<file path="src/rtl/rca_pkg.sv">
// Shared types and elaboration helpers for the pipelined ripple-carry adder.
// The per-stage flag bundle is width-independent; operand vectors live in the stage itself.
package rca_pkg;

    typedef struct packed {
        logic valid;
        logic carry;
        logic cmsb;
    } stage_flags_t;

    function automatic bit geometry_ok(input int width, input int stages);
        return (width > 0) && (stages > 0) && ((width % stages) == 0);
    endfunction

endpackage

</file>
<file path="src/rtl/rca_pipe_stage.sv">
// One skewed pipeline stage: adds its CHUNK-bit slice, forwards the unconsumed operand
// bits and the sum bits produced so far, and holds its beat while downstream stalls.
module rca_pipe_stage
    import rca_pkg::*;
#(
    parameter int WIDTH = 16,
    parameter int CHUNK = 4,
    parameter int IDX   = 0
) (
    input  logic             clk,
    input  logic             rst,
    input  logic             up_valid,
    input  logic [WIDTH-1:0] a_in,
    input  logic [WIDTH-1:0] b_in,
    input  logic [WIDTH-1:0] sum_in,
    input  logic             carry_in,
    input  logic             down_ready,
    output logic             ready,
    output logic             valid,
    output logic [WIDTH-1:0] a_out,
    output logic [WIDTH-1:0] b_out,
    output logic [WIDTH-1:0] sum_out,
    output logic             carry_out,
    output logic             cmsb_out
);

    localparam int LO  = IDX * CHUNK;
    localparam int MSB = LO + CHUNK - 1;
    // Operand bits at or below this stage's slice are consumed; clearing them lets
    // synthesis drop those register bits.
    localparam logic [WIDTH-1:0] HI_MASK = {WIDTH{1'b1}} << (LO + CHUNK);

    stage_flags_t     flags_q;
    logic [CHUNK:0]   chunk_add;
    logic [WIDTH-1:0] sum_next;
    logic             cmsb_next;

    always_comb begin
        chunk_add = {1'b0, a_in[LO +: CHUNK]} + {1'b0, b_in[LO +: CHUNK]}
                  + {{CHUNK{1'b0}}, carry_in};
        sum_next = sum_in;
        sum_next[LO +: CHUNK] = chunk_add[CHUNK-1:0];
        cmsb_next = a_in[MSB] ^ b_in[MSB] ^ chunk_add[CHUNK-1];
    end

    assign ready = ~flags_q.valid | down_ready;

    always_ff @(posedge clk) begin
        if (rst) begin
            flags_q <= '0;
            a_out   <= '0;
            b_out   <= '0;
            sum_out <= '0;
        end else if (ready) begin
            flags_q.valid <= up_valid;
            if (up_valid) begin
                flags_q.carry <= chunk_add[CHUNK];
                flags_q.cmsb  <= cmsb_next;
                a_out         <= a_in & HI_MASK;
                b_out         <= b_in & HI_MASK;
                sum_out       <= sum_next;
            end
        end
    end

    assign valid     = flags_q.valid;
    assign carry_out = flags_q.carry;
    assign cmsb_out  = flags_q.cmsb;

endmodule

</file>
<file path="src/rtl/rca_pipe_add.sv">
// Pipelined ripple-carry adder/subtractor with valid/ready on both sides.
// The carry chain is cut into STAGES equal chunks, one chunk per pipeline stage.
module rca_pipe_add
    import rca_pkg::*;
#(
    parameter int WIDTH  = 16,
    parameter int STAGES = 4
) (
    input  logic             clk,
    input  logic             rst,
    input  logic             in_valid,
    output logic             in_ready,
    input  logic [WIDTH-1:0] a,
    input  logic [WIDTH-1:0] b,
    input  logic             cin,
    input  logic             sub,
    output logic             out_valid,
    input  logic             out_ready,
    output logic [WIDTH-1:0] sum,
    output logic             cout,
    output logic             ovf
);

    localparam int CHUNK = WIDTH / STAGES;

    if (!geometry_ok(WIDTH, STAGES)) begin : g_bad_geometry
        $error("rca_pipe_add: WIDTH must be a positive multiple of STAGES");
    end

    logic [STAGES:0] valid_p;
    logic [STAGES:0] ready_p;
    logic [STAGES:0] carry_p;
    logic [WIDTH-1:0] a_p   [STAGES+1];
    logic [WIDTH-1:0] b_p   [STAGES+1];
    logic [WIDTH-1:0] sum_p [STAGES+1];
    logic             cmsb_p [STAGES];

    // Subtraction is a + ~b + ~cin; inverting here latches the mode with the beat.
    assign valid_p[0]      = in_valid;
    assign a_p[0]          = a;
    assign b_p[0]          = sub ? ~b : b;
    assign sum_p[0]        = '0;
    assign carry_p[0]      = sub ? ~cin : cin;
    assign ready_p[STAGES] = out_ready;

    for (genvar k = 0; k < STAGES; k++) begin : g_stage
        rca_pipe_stage #(
            .WIDTH (WIDTH),
            .CHUNK (CHUNK),
            .IDX   (k)
        ) u_stage (
            .clk        (clk),
            .rst        (rst),
            .up_valid   (valid_p[k]),
            .a_in       (a_p[k]),
            .b_in       (b_p[k]),
            .sum_in     (sum_p[k]),
            .carry_in   (carry_p[k]),
            .down_ready (ready_p[k+1]),
            .ready      (ready_p[k]),
            .valid      (valid_p[k+1]),
            .a_out      (a_p[k+1]),
            .b_out      (b_p[k+1]),
            .sum_out    (sum_p[k+1]),
            .carry_out  (carry_p[k+1]),
            .cmsb_out   (cmsb_p[k])
        );
    end

    assign in_ready  = ready_p[0] & ~rst;
    assign out_valid = valid_p[STAGES];
    assign sum       = sum_p[STAGES];
    assign cout      = carry_p[STAGES];
    assign ovf       = cmsb_p[STAGES-1] ^ carry_p[STAGES];

endmodule
</file>
<file path="config.mk">
export PLATFORM = sky130hd
export DESIGN_NAME = rca_pipe_add
export DESIGN_NICKNAME = d
export VERILOG_FILES = /design/src/rtl/rca_pkg.sv /design/src/rtl/rca_pipe_stage.sv /design/src/rtl/rca_pipe_add.sv
export SDC_FILE = /design/constraint.sdc
export NUM_CORES = 1
export LEC_CHECK = 0
export BUFFER_PORTS_ARGS = -buffer_cell sky130_fd_sc_hd__buf_2
export CAP_MARGIN = 20
export CORE_UTILIZATION = 55
export DETAILED_ROUTE_END_ITERATION = 12
export MAX_ROUTING_LAYER = met4
export PLACE_DENSITY = 0.77
export SYNTH_ARGS = -nofsm -noshare
export SYNTH_HDL_FRONTEND = slang
export SYNTH_SLANG_ARGS = --single-unit
</file>
<file path="constraint.sdc">
create_clock -name clk -period 5.1 [get_ports clk]
set_clock_uncertainty 0.2 [all_clocks]
set_input_delay 1.02 -clock clk [delete_from_list [all_inputs] [get_ports clk]]
set_output_delay 1.02 -clock clk [all_outputs]
set_load 0.005 [all_outputs]
</file>
* Word level (Yosys, flattened, before mapping) *
Cells that the tools add are included.
Widths: inputs -> output; s select.

storage, ports and cells
  register bits = 97
  input bits = 38
  output and inout bits = 20
  word-level logic and storage cells = 48

cells by class
  $add $sub $neg = 8
  mux-type cells = 2
  bitwise operators = 15
  reductions and logical operators = 4

operators by type and width
  kind              count
  $add 4x4->5       4
  $add 5x1->5       4
  $mux 16           1
  $not 16->16       1
  $reduce_and 2->1  4
  $not 1->1         6
  $or 1x1->1        4
  $xor 1x1->1       3
  $and 1x1->1       1
  $mux 1            1

* Logic depth before layout (Yosys ltp) *
Gate-level depths: netlist of the first run.

  word-level depth = 6
  gate-level depth with buffers = 9
  gate-level depth less buffers = 7

* Modules after synthesis *
From an unflattened synthesis of the first run, not the netlist that was laid out.

second synthesis, totals
  cells, all modules = 728
  area, all modules = 6,187.2 um^2

modules (own cells, without submodules)
  module                                times used  cells each  area each (um^2)  seq. area each (um^2)
  rca_pipe_stage at g_stage[0].u_stage  1           219         1,834.3           860.8
  rca_pipe_stage at g_stage[1].u_stage  1           191         1,605.3           700.7
  rca_pipe_stage at g_stage[2].u_stage  1           162         1,388.8           540.5
  rca_pipe_stage at g_stage[3].u_stage  1           134         1,159.9           380.4
  rca_pipe_add                          1           22          198.9             0.0

* Least setup slack after synthesis of the first run *
OpenSTA, ideal clock, no wires.

  kind = input -> register
  start point = in sub
  end point = reg g_stage[0].u_stage.flags_q, in the netlist g_stage[0].u_stage.carry_out
  data arrival time = 2.755 ns
  path slack = 2.017 ns
  stages = 9
  path buffers = 2
  cell sequence = buf_2 -> buf_2 -> xnor2_1 -> fa_1 -> inv_1 -> fa_1 -> a21o_1 -> a211oi_1 -> a211oi_1

between the ends
  cells in the longest elaborated chain, start to end = 3

RTL lines
  element        line                  RTL
  from (decl)    rca_pipe_add.sv:16    input logic sub,
  $mux 16        rca_pipe_add.sv:41    assign b_p[0] = sub ? ~b : b;
  $add 4x4->5    rca_pipe_stage.sv:39  chunk_add = {1'b0, a_in[LO +: CHUNK]} + {1'b0, b_in[LO +: CHUNK]}
  $add 5x1->5 *  rca_pipe_stage.sv:40  + {{CHUNK{1'b0}}, carry_in};
  to (decl)      rca_pipe_stage.sv:33  stage_flags_t flags_q;

Mark *: on every way between the ends. The rest lies on a longest branch, timed or not.
A chain may end at the register's enable or synchronous reset.

* Worst setup path after layout of the first run *
  start point = in out_ready
  end point = out in_ready

between the ends
  cells in the longest elaborated chain, start to end = 5

RTL lines
  element                  line                  RTL
  from (decl)              rca_pipe_add.sv:18    input logic out_ready,
  $or 1x1->1 (4 in a row)  rca_pipe_stage.sv:46  assign ready = ~flags_q.valid | down_ready;
  $and 1x1->1              rca_pipe_add.sv:70    assign in_ready = ready_p[0] & ~rst;
  to (decl)                rca_pipe_add.sv:12    output logic in_ready,

No other way between the ends.

==> results.md, run 1 <==
- FF+latch count, synth: 97
- Clk slew on worst S/H paths: 90 ps
- Num CTS Buffers: 9
- Core area: 7290 sq um
- Syn_nets: 540
- Die W: about 89 um
- Sequential cell area fraction in the yosys report: 46.3%
- Tcrit/Tclk final: 57.5%
- Sequential cell area: 1940 sq um
- Netlist cell types: 38
- Drt pass-1 iters: 4
- Commonest non-fill, non-tap cell in the layout: nand2_1
- DRT iter0 DRCs: 143
- Row count: 31
- Rel. slew slack: 28.0%
- WP data required: 3880 ps
- RSZ-0062 raised after global routing: false
- Clock Latency Late Sink: 360 ps
- Final setup viols: 0
- H-tree levels: 3
- Hpwl dp: slightly above 5 mm
- Post-synth ARST share: 0%
- Number of hold buffers added after CTS: 0
- Highest-count cells in the layout ignoring fill and taps: nand2_1 (136), dfxtp_1 (97), a21oi_1 (70)
- Crit. End Element: primary output
- Layout cell share with drive strength beyond 1: between 10% and 20%
- CP max-delay cell: nand2b_1
- Mean Syn Cell Area: 8.70 sq um
- Cells after Synth: 482
- Peak VDD IR: 0.165 mV
- Top delay family on crit path: simple AND/OR/NAND/NOR gates
- Fillers: 696
- Initial Util: 57.5%
- Via density: just under 5
- Fmax: 0.341 GHz
- Die Y: a little under 90 um
- HP Class: reg2reg
- Critical path type: in2out
- Cell chain of the critical path: buf_2 > nand2b_1 > nor2_1 > a31oi_1 > buf_2
- Largest net degree at the start of global routing: 92
- CP Max Fanout: 4
- Sum of negative setup slack: 0 ps
- Area Growth Syn to Fin: 9.76%
- Power density cells: 309 nW/um^2
- Antenna Nets Post-Route: 0
- Slack of the worst reg-to-reg path: 2990 ps
- DR DRC count: 0
- Slew @ Worst Pin: 1080 ps
- Finished Core Util: 63.1%
- Die Area: 7980 sq um
- I/O Buffers: 57
- Status: finished, final reports clean
- Max Slew Vio Count: 0
- Slowest cell delay on critical path: 180 ps
- GRT Resource Usage Total: 20.8%
- Final global-route overflow total: 0
- Via count: 3098
- Area of the multi-input gates: approximately 2000 sq um
- Clk buf depth: 2
- Dpl cells: 608
- Max-cap violations: 0
- Clock Root Buffer: clkbuf_8
- Hold Fails Final Rpt: 0
- CTS tree: built
- CP Data Arrival Time: roughly 1700 ps
- I/O pins: 58
- N_diodes: 0
- Final std cells w/o fill: 623
- Routability cong.: 0.739
- Mapped cell area: 4190 sq um
- Initial antenna violation count: 0
- Critical path startpoint category: primary input
- Post-synth EDFFs: 0
- Crit path time final: 2930 ps
- Vias in the first global route: 2736
- CTS Sinks: 97
- Synth Flop Type: dfxtp_1
- Detailed Route WL: 7.29 mm
- Most common cell on crit path: buf_2
- Pleak: between 1.5 and 2 nW
- Setup bufs post-CTS: 0
- Buf+Inv Stages, Crit Path: 2
- DR WL/cell: roughly 12 um
- Total power draw: 0.00142 W
- Final net count: 578
- Global-route wire length before repair: 12.3 mm
- PostCTS Resize Cnt: 0
- Warnings from Yosys: 0
## registers in the layout (all words and copies together) (netlist names)
name                       flops
g_stage.u_stage.cmsb_out       1
g_stage.u_stage.carry_out      4
g_stage.u_stage.a_out         24
g_stage.u_stage.valid          4
g_stage.u_stage.sum_out       40
g_stage.u_stage.b_out         24
## stage by stage
step                      setup slack, ps  hold slack [ps]  cell area, sq um
after global placement               2000              238              4420
after floorplan                      2020              232              4190
final                                2170              253              4600
after global routing                 2110              263              4600
after CTS                            2170              254              4600
after detailed placement             1930              244              4420
## cells in the mapped netlist (8+ instances only)
cell type	instances	share of area (%)
a211oi_1	11	2.0
a211oi_2	12	3.6
a21oi_1	70	8.4
buf_2	9	1.1
clkbuf_1	12	1.1
dfxtp_1	97	46
fa_1	8	3.8
ha_1	12	3.6
inv_1	12	1.1
nand2_1	136	12
nor2_1	29	2.6
xnor2_1	17	3.6
## cell families (layout without fill, tap and decap cells)
group	count (synthesis)	in the layout	synth area share [%]
AND/OR/NAND/NOR	189	189	19.0
flip-flops	97	97	46.3
adder cells (fa/ha/maj)	20	20	7.40
buffers and inverters	44	86	5.91
AO/OA/AOI/OAI	109	109	16.6
XOR/XNOR	23	23	4.80
## power by group
part           switching [W]  internal (W)  total, W
registers          0.0000178      0.000786  0.000804
logic              0.0000840     0.0000622  0.000146
clock network       0.000251      0.000223  0.000474
## routing by layer
layer | track usage [%] | wire length [um] | share of wire, %
met1 | 27.2 | 3790 | 52
met5 | - | 0 | 0
met3 | 3.60 | 278 | 3.8
met2 | 32.1 | 3090 | 42
met4 | 8.23 | 126 | 1.7
## path summary, 6_finish.rpt
check | start | depth (start not counted) | to
setup / recovery | out_ready | 5 | in_ready
hold / removal | g_stage[1].u_stage.sum_out[7] | 2 | g_stage[2].u_stage.sum_out[7]
setup reg to reg | g_stage[1].u_stage.valid | 4 | g_stage[1].u_stage.b_out[14]
hold reg to reg | g_stage[1].u_stage.sum_out[7] | 2 | g_stage[2].u_stage.sum_out[7]
## worst min-delay path, stage by stage, from the launching register on
cell     delay (ps)
dfxtp_1         320
nand2_1          50
a21oi_1          50
## cell type report
class / count / share of cell area [%]
flip-flops and latches: 97 / 42.2
clock inverters: 5 / 1.25
well taps: 99 / 2.69
inverters: 12 / 0.979
multi-input cells: 341 / 43.5
clock buffers: 10 / 2.77
repair buffers: 59 / 6.58
Note: power is estimated with default switching activity, not from simulation.
==> run 2: changes to the inputs <==
==> constraint.sdc (replaced) <==
create_clock -name clk -period 2.7 [get_ports clk]
set_clock_uncertainty 0.2 [all_clocks]
set_input_delay 0.54 -clock clk [delete_from_list [all_inputs] [get_ports clk]]
set_output_delay 0.54 -clock clk [all_outputs]
set_load 0.005 [all_outputs]
==> run 2 against run 1 <==
  * Critical path depth is 3 higher
  * First-iteration DRC count is 31% higher
  * Sequential power is 89% higher
  * Worst setup slack worse by 1500 ps
  * Register-to-register slack worse by 2300 ps
  * Cell count is 1.3% higher
  * Hold slack worse by 51 ps
  * Clock-buffer cell count is 2 higher
  * Routed wire length is 3.6% higher
  * Global-route usage is 1.1 points higher
==> results.md, run 2 (same netlist as run 1, synthesis figures left out) <==
- NetSw: 0.000680 W (+93%)
- Hpwl dp: 5.44 mm (+7.6%)
- DR DRC count: 0 (unchanged)
- Clk slew on worst S/H paths: 90 ps (about the same)
- Total power draw: 0.00265 W (+86%)
- Slowest cell delay on critical path: 400 ps (+220 ps)
- Final setup viols: 0 (unchanged)
- Initial antenna violation count: 0 (unchanged)
- Power density cells: 570 nW/um^2 (+84%)
- CP Max Fanout: 3 (-1)
- Critical path type: in2reg
- Max-cap violations: 0 (unchanged)
- Reg2reg end: g_stage[2].u_stage.carry_out
- Routability cong.: 0.800 (+8.2%)
- CP Data Arrival Time: 2060 ps (+350 ps)
- Part of the power in registers: 57.3% (+0.8 points)
- Final net count: 585 (+1.2%)
- Die Area: 7980 sq um (unchanged)
- Max Slew Vio Count: 0 (unchanged)
- Worst Hold Launch: a[4]
- Crit path time final: 2040 ps
- HP Class: in2reg
- Fmax: 0.491 GHz
- WP data required: 2720 ps (-1160 ps)
- H-tree levels: 3 (unchanged)
- Slack of the worst reg-to-reg path: 720 ps (-2270 ps)
- Antenna Nets Post-Route: 0 (unchanged)
- Via density: 5.10 (+2.5%)
- Cell chain of the critical path: buf_2 > xnor2_1 > fa_1 > inv_1 > fa_1 > a21o_1 > a211oi_1 > a211oi_1
- Largest Register: g_stage.u_stage.sum_out
- Biggest regs: g_stage.u_stage.sum_out (40), g_stage.u_stage.a_out (24), g_stage.u_stage.b_out (24)
- Fillers: 672 (-3.4%)
- GRT Resource Usage Total: 21.9% (+1.1 points)
- Max FFs per register: 40 (unchanged)
- Die Y: 89.3 um (unchanged)
- I/O pins: 58 (unchanged)
- Hold Crit Depth: 3 (+1)
- Hold Fails Final Rpt: 0 (unchanged)
- CTS tree: built
- Core area: 7290 sq um (unchanged)
- DR WL/cell: 12.0 um (+2.3%)
- R2r worst-path depth: 5 (+1)
- Clock Root Buffer: clkbuf_8
- CTS Sinks: 97 (unchanged)
- Slew @ Worst Pin: 593 ps (-486 ps)
- Final global-route overflow total: 0 (unchanged)
- Detailed Route WL: 7.55 mm (+3.6%)
- Sum of negative setup slack: 0 ps (unchanged)
- Row count: 31 (unchanged)
- Max Used Layer: met4
- Clk buf depth: 2 (unchanged)
- Clock share of power: 32.0% (-1.3 points)
- Crit. End Element: flip-flop
- Layout cell share with drive strength beyond 1: 18.2% (+1.1 points)
- DRT iter0 DRCs: 187 (+31%)
- Setup bufs post-CTS: 0 (unchanged)
- Largest net degree at the start of global routing: 43 (-53%)
- Met1 wire length: 3.78 mm (-0.26%)
- Switching share of total power: 25.7% (+0.92 points)
- Peak VDD IR: 0.385 mV (+130%)
- Finished Core Util: 63.7% (+0.57 points)
- Gate power share: 10.8% (+0.5 points)
- Die W: 89.3 um (unchanged)
- Vias in the first global route: 2961 (+8.2%)
- Beginning of the critical path: sub
- CP max-delay cell: fa_1
- P_int: 0.00197 W (+84%)
- Clock Latency Late Sink: 360 ps (about the same)
- Initial Util: 57.5% (unchanged)
- Area Growth Syn to Fin: 10.7%
- Commonest non-fill, non-tap cell in the layout: nand2_1
- Tcrit/Tclk final: 75.4%
- Highest-count cells in the layout ignoring fill and taps: nand2_1 (136), dfxtp_1 (97), a21oi_1 (70)
- Rel. slew slack: 60.4% (+32 points)
- Met3 wire len: 283 um (+1.8%)
- PostCTS Resize Cnt: 0 (unchanged)
- Status: finished, final reports clean
- Global-route wire length before repair: 13.1 mm (+6.3%)
- RR Startpoint: g_stage[1].u_stage.a_out[8]
- Drt pass-1 iters: 4 (unchanged)
- Via count: 3215 (+3.8%)
- Hold EP: g_stage[0].u_stage.a_out[4]
- Critical path startpoint category: primary input
- Met2 WL post-DR: 3.39 mm (+9.8%)
- I/O Buffers: 57 (unchanged)
- RSZ-0062 raised after global routing: false
- Num CTS Buffers: 9 (unchanged)
- Pleak: 1.81 nW (+1.8%)
- N_diodes: 0 (unchanged)
- Number of hold buffers added after CTS: 0 (unchanged)
## run 2: changes by cell type in the layout (fill, tap and decap cells not counted), sizes merged
cell	previous run	this run
buf	59	66
bufinv	1	0
clkbuf	10	12
clkinv	1	2
clkinvlp	3	2
## run 2: stage by stage
step | instance area [sq um] | cells | setup WS, ps | hold WS [ps]
2_1_floorplan | 4190 | 482 | 97.4 | 232
3_3_place_gp | 4470 | 615 | 336 | 236
3_5_place_dp | 4470 | 615 | 273 | 245
4_1_cts | 4640 | 631 | 638 | 196
5_1_grt | 4640 | 631 | 535 | 202
6_report | 4640 | 631 | 663 | 203
## run 2: power by group through the flow
| stage | clock network (W) | logic, W | registers [W] |
|---|---|---|---|
| 6_report | 0.000846 | 0.000285 | 0.00152 |
| 5_1_grt | 0.000930 | 0.000319 | 0.00153 |
| 4_1_cts | 0.000865 | 0.000288 | 0.00152 |
| 3_5_place_dp | 0 | 0.000286 | 0.00155 |
| 3_3_place_gp | 0 | 0.000276 | 0.00155 |
| 2_1_floorplan | 0 | 0.000222 | 0.00154 |
## run 2: worst max path at each step
stage          slack [ps]                      endpoint  depth (start not counted)
2_1_floorplan         100  g_stage[0].u_stage.carry_out                          9
3_3_place_gp          340  g_stage[0].u_stage.carry_out                          8
3_5_place_dp          270  g_stage[0].u_stage.carry_out                          8
4_1_cts               640                      in_ready                          4
5_1_grt               540                      in_ready                          4
6_report              660  g_stage[0].u_stage.carry_out                          8
## run 2: critical path, delay by kind of cell
kind,cells,cell delay [ps]
AO/OA/AOI/OAI,3,500
XOR/XNOR,1,210
adder cells (fa/ha/maj),2,620
buffers and inverters,2,190
## run 2: final cells by class
class	count	area [sq um]	share of cell area (%)
flip-flops and latches	97	1940	41.8
inverters	12	45.0	0.970
multi-input cells	341	2000	43.1
clock buffers	12	145	3.13
repair buffers	66	355	7.65
well taps	99	124	2.67
clock inverters	4	28.8	0.620
## run 2: routing by layer
layer / track usage [%] / vias up
li1: - / 1684
met1: 28.7 / 1448
met2: 34.6 / 72
met3: 3.32 / 11
met4: 8.23 / 0
met5: - / -
